**src/rtl/trainer_truth_table_scanner.sv**
```systemverilog
`default_nettype none
// ============================================================================
//  Module      : trainer_truth_table_scanner
//  Description : Drives the trainer gate stage through all four a/b input
//                combinations and holds each one for SETTLE_CYCLES cycles
//                before sampling y. It builds the 4-bit truth table, compares
//                it with the expected table for the selected gate and reports
//                the result as fail_mask and match.
//  Revision    : 1.0 - initial release
// ============================================================================
module trainer_truth_table_scanner #(
  parameter int SETTLE_CYCLES = 4
) (
  input  logic       clk,
  input  logic       rst_n,
  input  logic       ena,
  input  logic       start,
  input  logic [2:0] sel_in,
  input  logic       y_in,
  output logic       a_out,
  output logic       b_out,
  output logic [2:0] sel_out,
  output logic       busy,
  output logic       done,
  output logic [3:0] table_out,
  output logic [3:0] fail_mask,
  output logic       match
);

  // Final count value of the settle phase. The counter is 8 bits wide,
  // so SETTLE_CYCLES can range from 1 to 255.
  localparam logic [7:0] SETTLE_LAST = 8'(SETTLE_CYCLES - 1);
  localparam logic [2:0] SEL_INVALID = 3'b111;

  typedef enum logic [1:0] {
    ST_IDLE   = 2'd0,
    ST_DRIVE  = 2'd1,
    ST_SAMPLE = 2'd2,
    ST_DONE   = 2'd3
  } state_t;

  state_t     state_q, state_d;
  logic       start_q, start_d;
  logic [2:0] sel_q, sel_d;
  logic [1:0] idx_q, idx_d;
  logic [7:0] cnt_q, cnt_d;
  logic [1:0] ab_q, ab_d;
  logic [3:0] table_q, table_d;
  logic       busy_q, busy_d;
  logic       done_q, done_d;

  logic       start_rise;
  logic [3:0] expected;

  assign start_rise = start & ~start_q;

  // Register all scan state. Reset discards any partial table.
  always_ff @(posedge clk or negedge rst_n) begin
    if (!rst_n) begin
      state_q <= ST_IDLE;
      start_q <= 1'b0;
      sel_q   <= 3'b000;
      idx_q   <= 2'b00;
      cnt_q   <= 8'd0;
      ab_q    <= 2'b00;
      table_q <= 4'b0000;
      busy_q  <= 1'b0;
      done_q  <= 1'b0;
    end else begin
      state_q <= state_d;
      start_q <= start_d;
      sel_q   <= sel_d;
      idx_q   <= idx_d;
      cnt_q   <= cnt_d;
      ab_q    <= ab_d;
      table_q <= table_d;
      busy_q  <= busy_d;
      done_q  <= done_d;
    end
  end

  // Compute the next state and the scan datapath. A low ena overrides every
  // state but leaves the latched select unchanged.
  always_comb begin
    state_d = state_q;
    start_d = start;
    sel_d   = sel_q;
    idx_d   = idx_q;
    cnt_d   = cnt_q;
    ab_d    = ab_q;
    table_d = table_q;
    busy_d  = busy_q;
    done_d  = done_q;

    if (!ena) begin
      state_d = ST_IDLE;
      idx_d   = 2'b00;
      cnt_d   = 8'd0;
      ab_d    = 2'b00;
      table_d = 4'b0000;
      busy_d  = 1'b0;
      done_d  = 1'b0;
    end else begin
      case (state_q)
        ST_IDLE, ST_DONE: begin
          if (start_rise) begin
            state_d = ST_DRIVE;
            sel_d   = sel_in;
            idx_d   = 2'b00;
            cnt_d   = 8'd0;
            ab_d    = 2'b00;
            table_d = 4'b0000;
            busy_d  = 1'b1;
            done_d  = 1'b0;
          end
        end
        ST_DRIVE: begin
          if (cnt_q == SETTLE_LAST) begin
            state_d = ST_SAMPLE;
          end else begin
            cnt_d = cnt_q + 8'd1;
          end
        end
        ST_SAMPLE: begin
          table_d[idx_q] = y_in;
          if (idx_q == 2'd3) begin
            state_d = ST_DONE;
            busy_d  = 1'b0;
            done_d  = 1'b1;
          end else begin
            state_d = ST_DRIVE;
            idx_d   = idx_q + 2'd1;
            ab_d    = idx_q + 2'd1;
            cnt_d   = 8'd0;
          end
        end
        default: begin
          state_d = ST_IDLE;
        end
      endcase
    end
  end

  // Look up the reference truth table for the latched gate. Bit index is
  // {a,b}, so bit 3 holds the a=1, b=1 result.
  always_comb begin
    expected = 4'b0000;
    case (sel_q)
      3'b000:  expected = 4'b1000;  // AND
      3'b001:  expected = 4'b1110;  // OR
      3'b010:  expected = 4'b0111;  // NAND
      3'b011:  expected = 4'b0001;  // NOR
      3'b100:  expected = 4'b0110;  // XOR
      3'b101:  expected = 4'b1001;  // XNOR
      3'b110:  expected = 4'b0011;  // NOT a
      default: expected = 4'b0000;  // invalid select
    endcase
  end

  assign a_out     = ab_q[1];
  assign b_out     = ab_q[0];
  assign sel_out   = sel_q;
  assign busy      = busy_q;
  assign done      = done_q;
  assign table_out = table_q;
  assign fail_mask = done_q ? (table_q ^ expected) : 4'b0000;
  assign match     = done_q && (fail_mask == 4'b0000) && (sel_q != SEL_INVALID);

endmodule
`default_nettype wire

```
**config.mk**
```make
export PLATFORM = sky130hd
export DESIGN_NAME = trainer_truth_table_scanner
export DESIGN_NICKNAME = d
export VERILOG_FILES = /design/src/rtl/trainer_truth_table_scanner.sv
export SDC_FILE = /design/constraint.sdc
export NUM_CORES = 1
export LEC_CHECK = 0
export CAP_MARGIN = 20
export CELL_PAD_IN_SITES_DETAIL_PLACEMENT = 1
export CELL_PAD_IN_SITES_GLOBAL_PLACEMENT = 2
export CORE_MARGIN = 3
export CORE_UTILIZATION = 30
export CTS_CLUSTER_SIZE = 14
export DETAILED_ROUTE_END_ITERATION = 7
export PLACE_DENSITY_LB_ADDON = 0.1
export SYNTH_ARGS = -nofsm -noshare
export SYNTH_HDL_FRONTEND = slang
export SYNTH_SLANG_ARGS = --single-unit
```
**constraint.sdc**
```tcl
create_clock -name clk -period 2.2 [get_ports clk]
set_input_delay 0.44 -clock clk [delete_from_list [all_inputs] [get_ports clk]]
set_output_delay 0.44 -clock clk [all_outputs]
set_load 0.01 [all_outputs]
```
==> out/metrics.cfg, run 1 <==
[routing]
ant_nets = 0
wl_um = 4380
wl_per_cell_um = 16.5
via_count = 1380
first_pass_iters = 4
vias_per_cell = 5.21
drc = 0
drt_iter0_markers = 42

[die]
die_h_um = 75.2
num_io_pins = 24
die_w_um = 75.2
die-area_mm2 = 0.00565
num_rows = 24
coreArea_mm2 = 0.00447
start_util_pct = 32.1

[timing]
max_freq_ghz = 0.438
tightest_slew_ps = 359
slew_headroom_pct = 76.0
grt_setup_unrepaired = true
period_minus_slack_ps = 2280
fin_ws_ps = -83.8
slew_viol_final = 0
finClkSkew_ps = 5.10
finalCritPeriodShare_pct = 104
hold_viol_final = 0
setup_viol = 1

[clocking]
tritoncts = done
clockBufferDepth = 2
htreeDepth = 1
clockRootBuffer = clkbuf_8
cts_inserted_buffers = 3
insertion_delay_ps = 270
cts_sinks = 22
clk_pin_slew_ps = 80

[worst_setup_path]
criticalPathCategory = register to primary output
cp_max_fo = 5
crit_top_cell = buf_4
slowest_delay_ps = 440
slowest_stage = dfrtp_2
arrival_ps = 1840
required_ps = 1760
endpoint_kind = primary output
startpoint_type = register
path_cells = buf_4 > buf_4 > nor3b_2 > o21ai_1 > o221a_2 > nor4bb_4 > buf_2

[power]
leakagePower_nw = 0.915
powerDensity_mw_per_mm2 = 576
vdd_ir_drop_max_mv = 0.212
power_mw = 1.17

[placed_design]
portBuffers = 23
place_hpwl_um = 3330
place_congestion = 0.880
place_area_mm2 = 0.00187

[layout]
finalNetCount = 230
multi_input_area_um2 = 861
syn2layout_area_growth_pct = 41.4
n_antenna_cell = 0
fill_cells = 527
regArea_um2 = 556
final_cell_area_mm2 = 0.00203
drive_above_1_share_pct = 30.0

[status]
violations = negative setup slack
status = finished, violations left

[synthesis]
synthXorXnorAreaFrac_pct = 3.66
synth_area_mm2 = 0.00144
synth.mux.area_fraction_pct = 3.83
seq_area_frac_synth_pct = 38.3
synthSimpleGateAreaFrac_pct = 27.4
yosysUniqueCellTypes = 42
synth_compound_area_share_pct = 15.3
synth_top_family_by_area = simple AND/OR/NAND/NOR gates
synth_fa_ha_area_share_pct = 6.10
ys_ff_latch = 22
synth_nets = 178
ys.warnings.count = 0
avgSynthCellArea_um2 = 8.81
syn_inst = 163

[grt]
grt_overflow = 0
met1_usage_pct = 23.5
grt_antenna_before_repair = 0
grt_pass1_wl_um = 7270
grt_pass1_vias = 1452
grt_busiest_layer = met2
grt_use_met2_pct = 28.0
grtUsageTotal_pct = 17.2
use_met3_pct = 3.20
grt_max_degree = 23

[job]
maxCapViolCount = 0

[min_path]
min_path_type = register to register

## cells by family (layout without fill, tap and decap cells)
family          count (synthesis)  count (layout)
flops                          22              22
fa+ha+maj                       7               7
mux                             5               5
buf+inv                        20              70
simple gates                   67              67
xor+xnor                        6               6
compound gates                 36              36
## Yosys cell counts
cell / number / area [um2]
or4_2: 1 / 8.76
or4_4: 1 / 11.3
mux2_2: 4 / 45.0
nor2_1: 7 / 26.3
or2_2: 1 / 6.26
nor3_4: 1 / 16.3
o2bb2ai_1: 1 / 8.76
and2_1: 3 / 18.8
nand4_1: 1 / 6.26
o22ai_1: 2 / 12.5
clkbuf_1: 6 / 22.5
nand2_1: 10 / 37.5
nand3b_1: 1 / 7.51
o41ai_1: 1 / 8.76
o21ai_0: 12 / 60.1
mux2i_1: 1 / 10.0
inv_1: 12 / 45.0
or4_1: 2 / 15.0
nor3_1: 2 / 10.0
nand3_1: 18 / 90.1
a22o_1: 2 / 17.5
nor3b_1: 2 / 15.0
and3_2: 2 / 15.0
xnor2_1: 1 / 8.76
a21oi_1: 12 / 60.1
o221a_2: 1 / 11.3
or3_2: 2 / 15.0
dfrtp_1: 22 / 551
xor2_1: 5 / 43.8
nand2b_1: 4 / 25.0
buf_2: 2 / 10.0
a311o_1: 1 / 10.0
nor4bb_1: 2 / 20.0
ha_1: 7 / 87.6
or3b_2: 1 / 8.76
a211oi_1: 1 / 7.51
o21a_1: 2 / 15.0
and3_1: 3 / 18.8
a32oi_1: 1 / 8.76
nor2b_1: 1 / 6.26
nand4b_1: 1 / 8.76
or3_1: 1 / 6.26
## cell usage in the layout (no fill, tap or decap), types with 7 or more instances in the layout
| master | instances |
|---|---|
| nand3_1 | 18 |
| o21ai_0 | 10 |
| nor2_1 | 7 |
| ha_1 | 7 |
| clkdlybuf4s50_1 | 18 |
| nand2_1 | 10 |
| a21oi_1 | 12 |
| dfrtp_1 | 18 |
| buf_4 | 30 |
| inv_1 | 12 |
## metal layers
layer / vias to the layer above / wire, um / part of all wire, %
met3: 4 / 120 / 2.7
met1: 676 / 2180 / 50
li1: 681 / - / -
met4: 0 / 36 / 0.82
met2: 19 / 2050 / 47
met5: - / 0 / 0
## sequential cells by signal (all words and copies together), names as in the netlist
register   cells
busy           1
state_q        2
sel_out        3
table_out      4
start_q        1
cnt_q          8
ab_q           2
done           1
## worst max-delay path, delay by kind of cell (launching register included)
family	cells	cell delay, ps
buf+inv	3	460
simple gates	2	440
flops	1	440
compound gates	2	240
## stage by stage
step / hold WS, ps / worst slack (ps) / cells / utilization, % / setup TNS [ps]
floorplan: 144 / 237 / 163 / - / 0
global placement: 502 / -98.0 / 253 / 41.8 / -98.0
detailed placement: 515 / -283 / 253 / 41.8 / -283
CTS: 537 / -146 / 265 / 44.6 / -235
global route: 562 / -231 / 265 / 45.4 / -308
finish: 533 / -83.8 / 265 / 45.4 / -83.8
## worst paths after layout
check	startpoint	endpoint	slack [ps]	cells after the start
setup / recovery	sel_out[0]$_DFFE_PN0P_	match	-80	7
hold / removal	state_q[1]$_DFFE_PN0P_	state_q[1]$_DFFE_PN0P_	530	1
setup reg to reg	ab_q[1]$_DFFE_PN0P_	cnt_q[5]$_DFFE_PN0P_	300	4
hold reg to reg	state_q[1]$_DFFE_PN0P_	state_q[1]$_DFFE_PN0P_	530	1
max in group asynchronous	rst_n	sel_out[0]$_DFFE_PN0P_	1410	2
min in group asynchronous	rst_n	table_out[2]$_DFFE_PN0P_	540	2
## final cells by class
cell class,count,area share (%)
Multi-Input combinational cell,121,42.4
Inverter,12,2.22
Timing Repair Buffer,55,22.8
Tap cell,52,3.20
Sequential cell,22,27.4
Clock buffer,3,2.03
## what timing repair did
item | CTS | global route
hold buffers | 0 | 0
cloned | 0 | 0
endpoints found under the setup margin | 5 | 4
pin swaps | 1 | 5
resized for setup | 18 | 12
setup buffers | 9 | 0
hold endpoints to repair | 0 | 0
## power by group
part / leakage (nW) / internal, mW / switching, mW
clock network: 0.0216 / 0.123 / 0.138
registers: 0.291 / 0.428 / 0.0322
logic: 0.602 / 0.255 / 0.194
(Power assumes the default switching activity.)
==> run 2, diff against run 1 <==
CORE_ASPECT_RATIO = 0.7   (was not set)
CORE_UTILIZATION = 32   (was 30)
==> out/metrics.cfg, run 2 (same netlist as run 1, synthesis figures left out) <==
[timing]
hold_viol_final = 0  ; unchanged
slew_headroom_pct = 77.7  ; +1.7 points
finalCritPeriodShare_pct = 101  ; -3.2 points
period_minus_slack_ps = 2210  ; -70.5 ps
slew_viol_final = 0  ; unchanged
max_freq_ghz = 0.452  ; +3.2%
tns_ps = -13.2  ; +70.5 ps
setup_viol = 1  ; unchanged
fin_ws_ps = -13.2  ; +70.5 ps
finClkSkew_ps = 6.01  ; +0.907 ps
grt_setup_unrepaired = true
tightest_slew_ps = 333  ; -25.8 ps

[job]
maxCapViolCount = 0  ; unchanged

[worst_setup_path]
r2r_cells = 5  ; +1
cp_max_fo = 3  ; -2
startpoint_type = register
criticalPathCategory = register to primary output
arrival_ps = 1770  ; -70 ps
r2r_end = cnt_q[5]$_DFFE_PN0P_
reg2reg_from = state_q[0]$_DFFE_PN0P_
required_ps = 1760  ; about the same
ff2ff_setup_slack_ps = 230  ; -70 ps
endpoint_kind = primary output

[grt]
grt_pass1_vias = 1373  ; -5.4%
grt_overflow = 0  ; unchanged
grtUsageTotal_pct = 17.2  ; about the same
grt_pass1_wl_um = 7010  ; -3.5%
grt_antenna_before_repair = 0  ; unchanged
grt_max_degree = 23  ; unchanged

[layout]
layout_commonest_cell = buf_4
multi_input_area_um2 = 838  ; -2.6%
n_antenna_cell = 0  ; unchanged
mostFrequentLayoutCells = buf_4 (19), nand3_1 (18), dfrtp_1 (18), clkdlybuf4s50_1 (18), inv_1 (11)
final_cells = 256  ; -3.4%
max_flop_register = cnt_q
regArea_um2 = 556  ; unchanged
finalNetCount = 220  ; -4.3%
syn2layout_area_growth_pct = 37.8
drive_above_1_share_pct = 25.5  ; -4.6 points
fill_cells = 492  ; -6.6%
largest_reg_flops = 8  ; unchanged

[clocking]
htreeDepth = 1  ; unchanged
tritoncts = done
clk_pin_slew_ps = 90  ; about the same
cts_inserted_buffers = 3  ; unchanged
insertion_delay_ps = 270  ; about the same
cts_sinks = 22  ; unchanged
clockBufferDepth = 2  ; unchanged
clockRootBuffer = clkbuf_8

[die]
num_io_pins = 24  ; unchanged
num_rows = 19  ; -21%
coreArea_mm2 = 0.00411  ; -8.1%
die_h_um = 62.1  ; -17%
start_util_pct = 34.9  ; +2.8 points
die-area_mm2 = 0.00534  ; -5.5%
die_w_um = 86.1  ; +14%

[placed_design]
placedCellCount = 248  ; -2.0%
portBuffers = 23  ; unchanged
place_hpwl_um = 3280  ; -1.5%
place_congestion = 0.888  ; +0.93%

[min_path]
min_path_type = primary input to asynchronous set/reset pin

[routing]
drc = 0  ; unchanged
via_count = 1367  ; -0.94%
vias_per_cell = 5.34  ; +2.5%
first_pass_iters = 4  ; unchanged
wl_um = 4270  ; -2.6%
drt_iter0_markers = 102  ; +140%
wl_per_cell_um = 16.7  ; +0.87%
ant_nets = 0  ; unchanged

[status]
violations = negative setup slack
status = finished, violations left

[power]
powerDensity_mw_per_mm2 = 614  ; +6.7%
vdd_ir_drop_max_mv = 0.385  ; +82%
leakagePower_nw = 0.890  ; -2.7%

## run 2: cell types whose count changed in the layout (fill, tap and decap cells not counted), moves of 2 or more
cell,before,now
buf_4,30,19
a21oi_1,12,10
a21oi_2,0,2
xor2_1,3,5
xor2_2,2,0
## run 2: timing repair
action | in CTS | in global routing
resized for setup | 13 | 14
pin swaps | 0 | 4
endpoints found under the setup margin | 5 | 3
buffers inserted | 2 | 2
hold buffers | 0 | 0
## run 2: layout make-up
class                   count  area share, %
flip-flops and latches     22           28.1
multi-input cells         121           42.4
clock inverters             1           1.52
inverters                  12           2.40
well taps                  52           3.29
clock buffers               3           2.09
repair buffers             45           20.3
## run 2: per-stage QoR
stage / setup slack [ps] / cell area [um2] / power, mW / util, % / hold WS, ps
floorplan: 237 / 1440 / 0.623 / - / 144
global route: -68.6 / 1980 / 1.29 / 48.1 / 547
detailed placement: -312 / 1830 / 0.782 / 44.6 / 531
finish: -13.2 / 1980 / 1.22 / 48.1 / 521
CTS: -144 / 1930 / 1.19 / 46.8 / 535
global placement: -46.6 / 1830 / 0.765 / 44.6 / 524
## run 2: where the power goes
group	leakage, nW	switching (mW)	internal, mW
Sequential	0.291	0.0292	0.427
Clock	0.0357	0.144	0.243
Combinational	0.563	0.171	0.201
## run 2: worst max-delay path: stages, from the launching register on
cell,delay (ps)
dfrtp_2,430
buf_6,120
buf_6,110
inv_4,50
a21oi_2,40
o221a_2,300
nor4bb_2,260
buf_2,180
## run 2: metal layers
layer | vias up | part of all wire [%] | track usage [%]
li1 | 664 | - | -
met1 | 678 | 50 | 23.4
met2 | 21 | 46 | 28.6
met3 | 4 | 3.4 | 3.56
met4 | 0 | 0.70 | 4.06
met5 | - | 0 | 0
## run 2: how the worst max path moves through the flow
stage	slack (ps)	end	from
2_1_floorplan	240	match	sel_out[2]$_DFFE_PN0P_
3_3_place_gp	-50	match	sel_out[0]$_DFFE_PN0P_
3_5_place_dp	-310	match	sel_out[0]$_DFFE_PN0P_
4_1_cts	-140	fail_mask[3]	sel_out[0]$_DFFE_PN0P_
5_1_grt	-70	match	sel_out[0]$_DFFE_PN0P_
6_report	-10	match	sel_out[0]$_DFFE_PN0P_
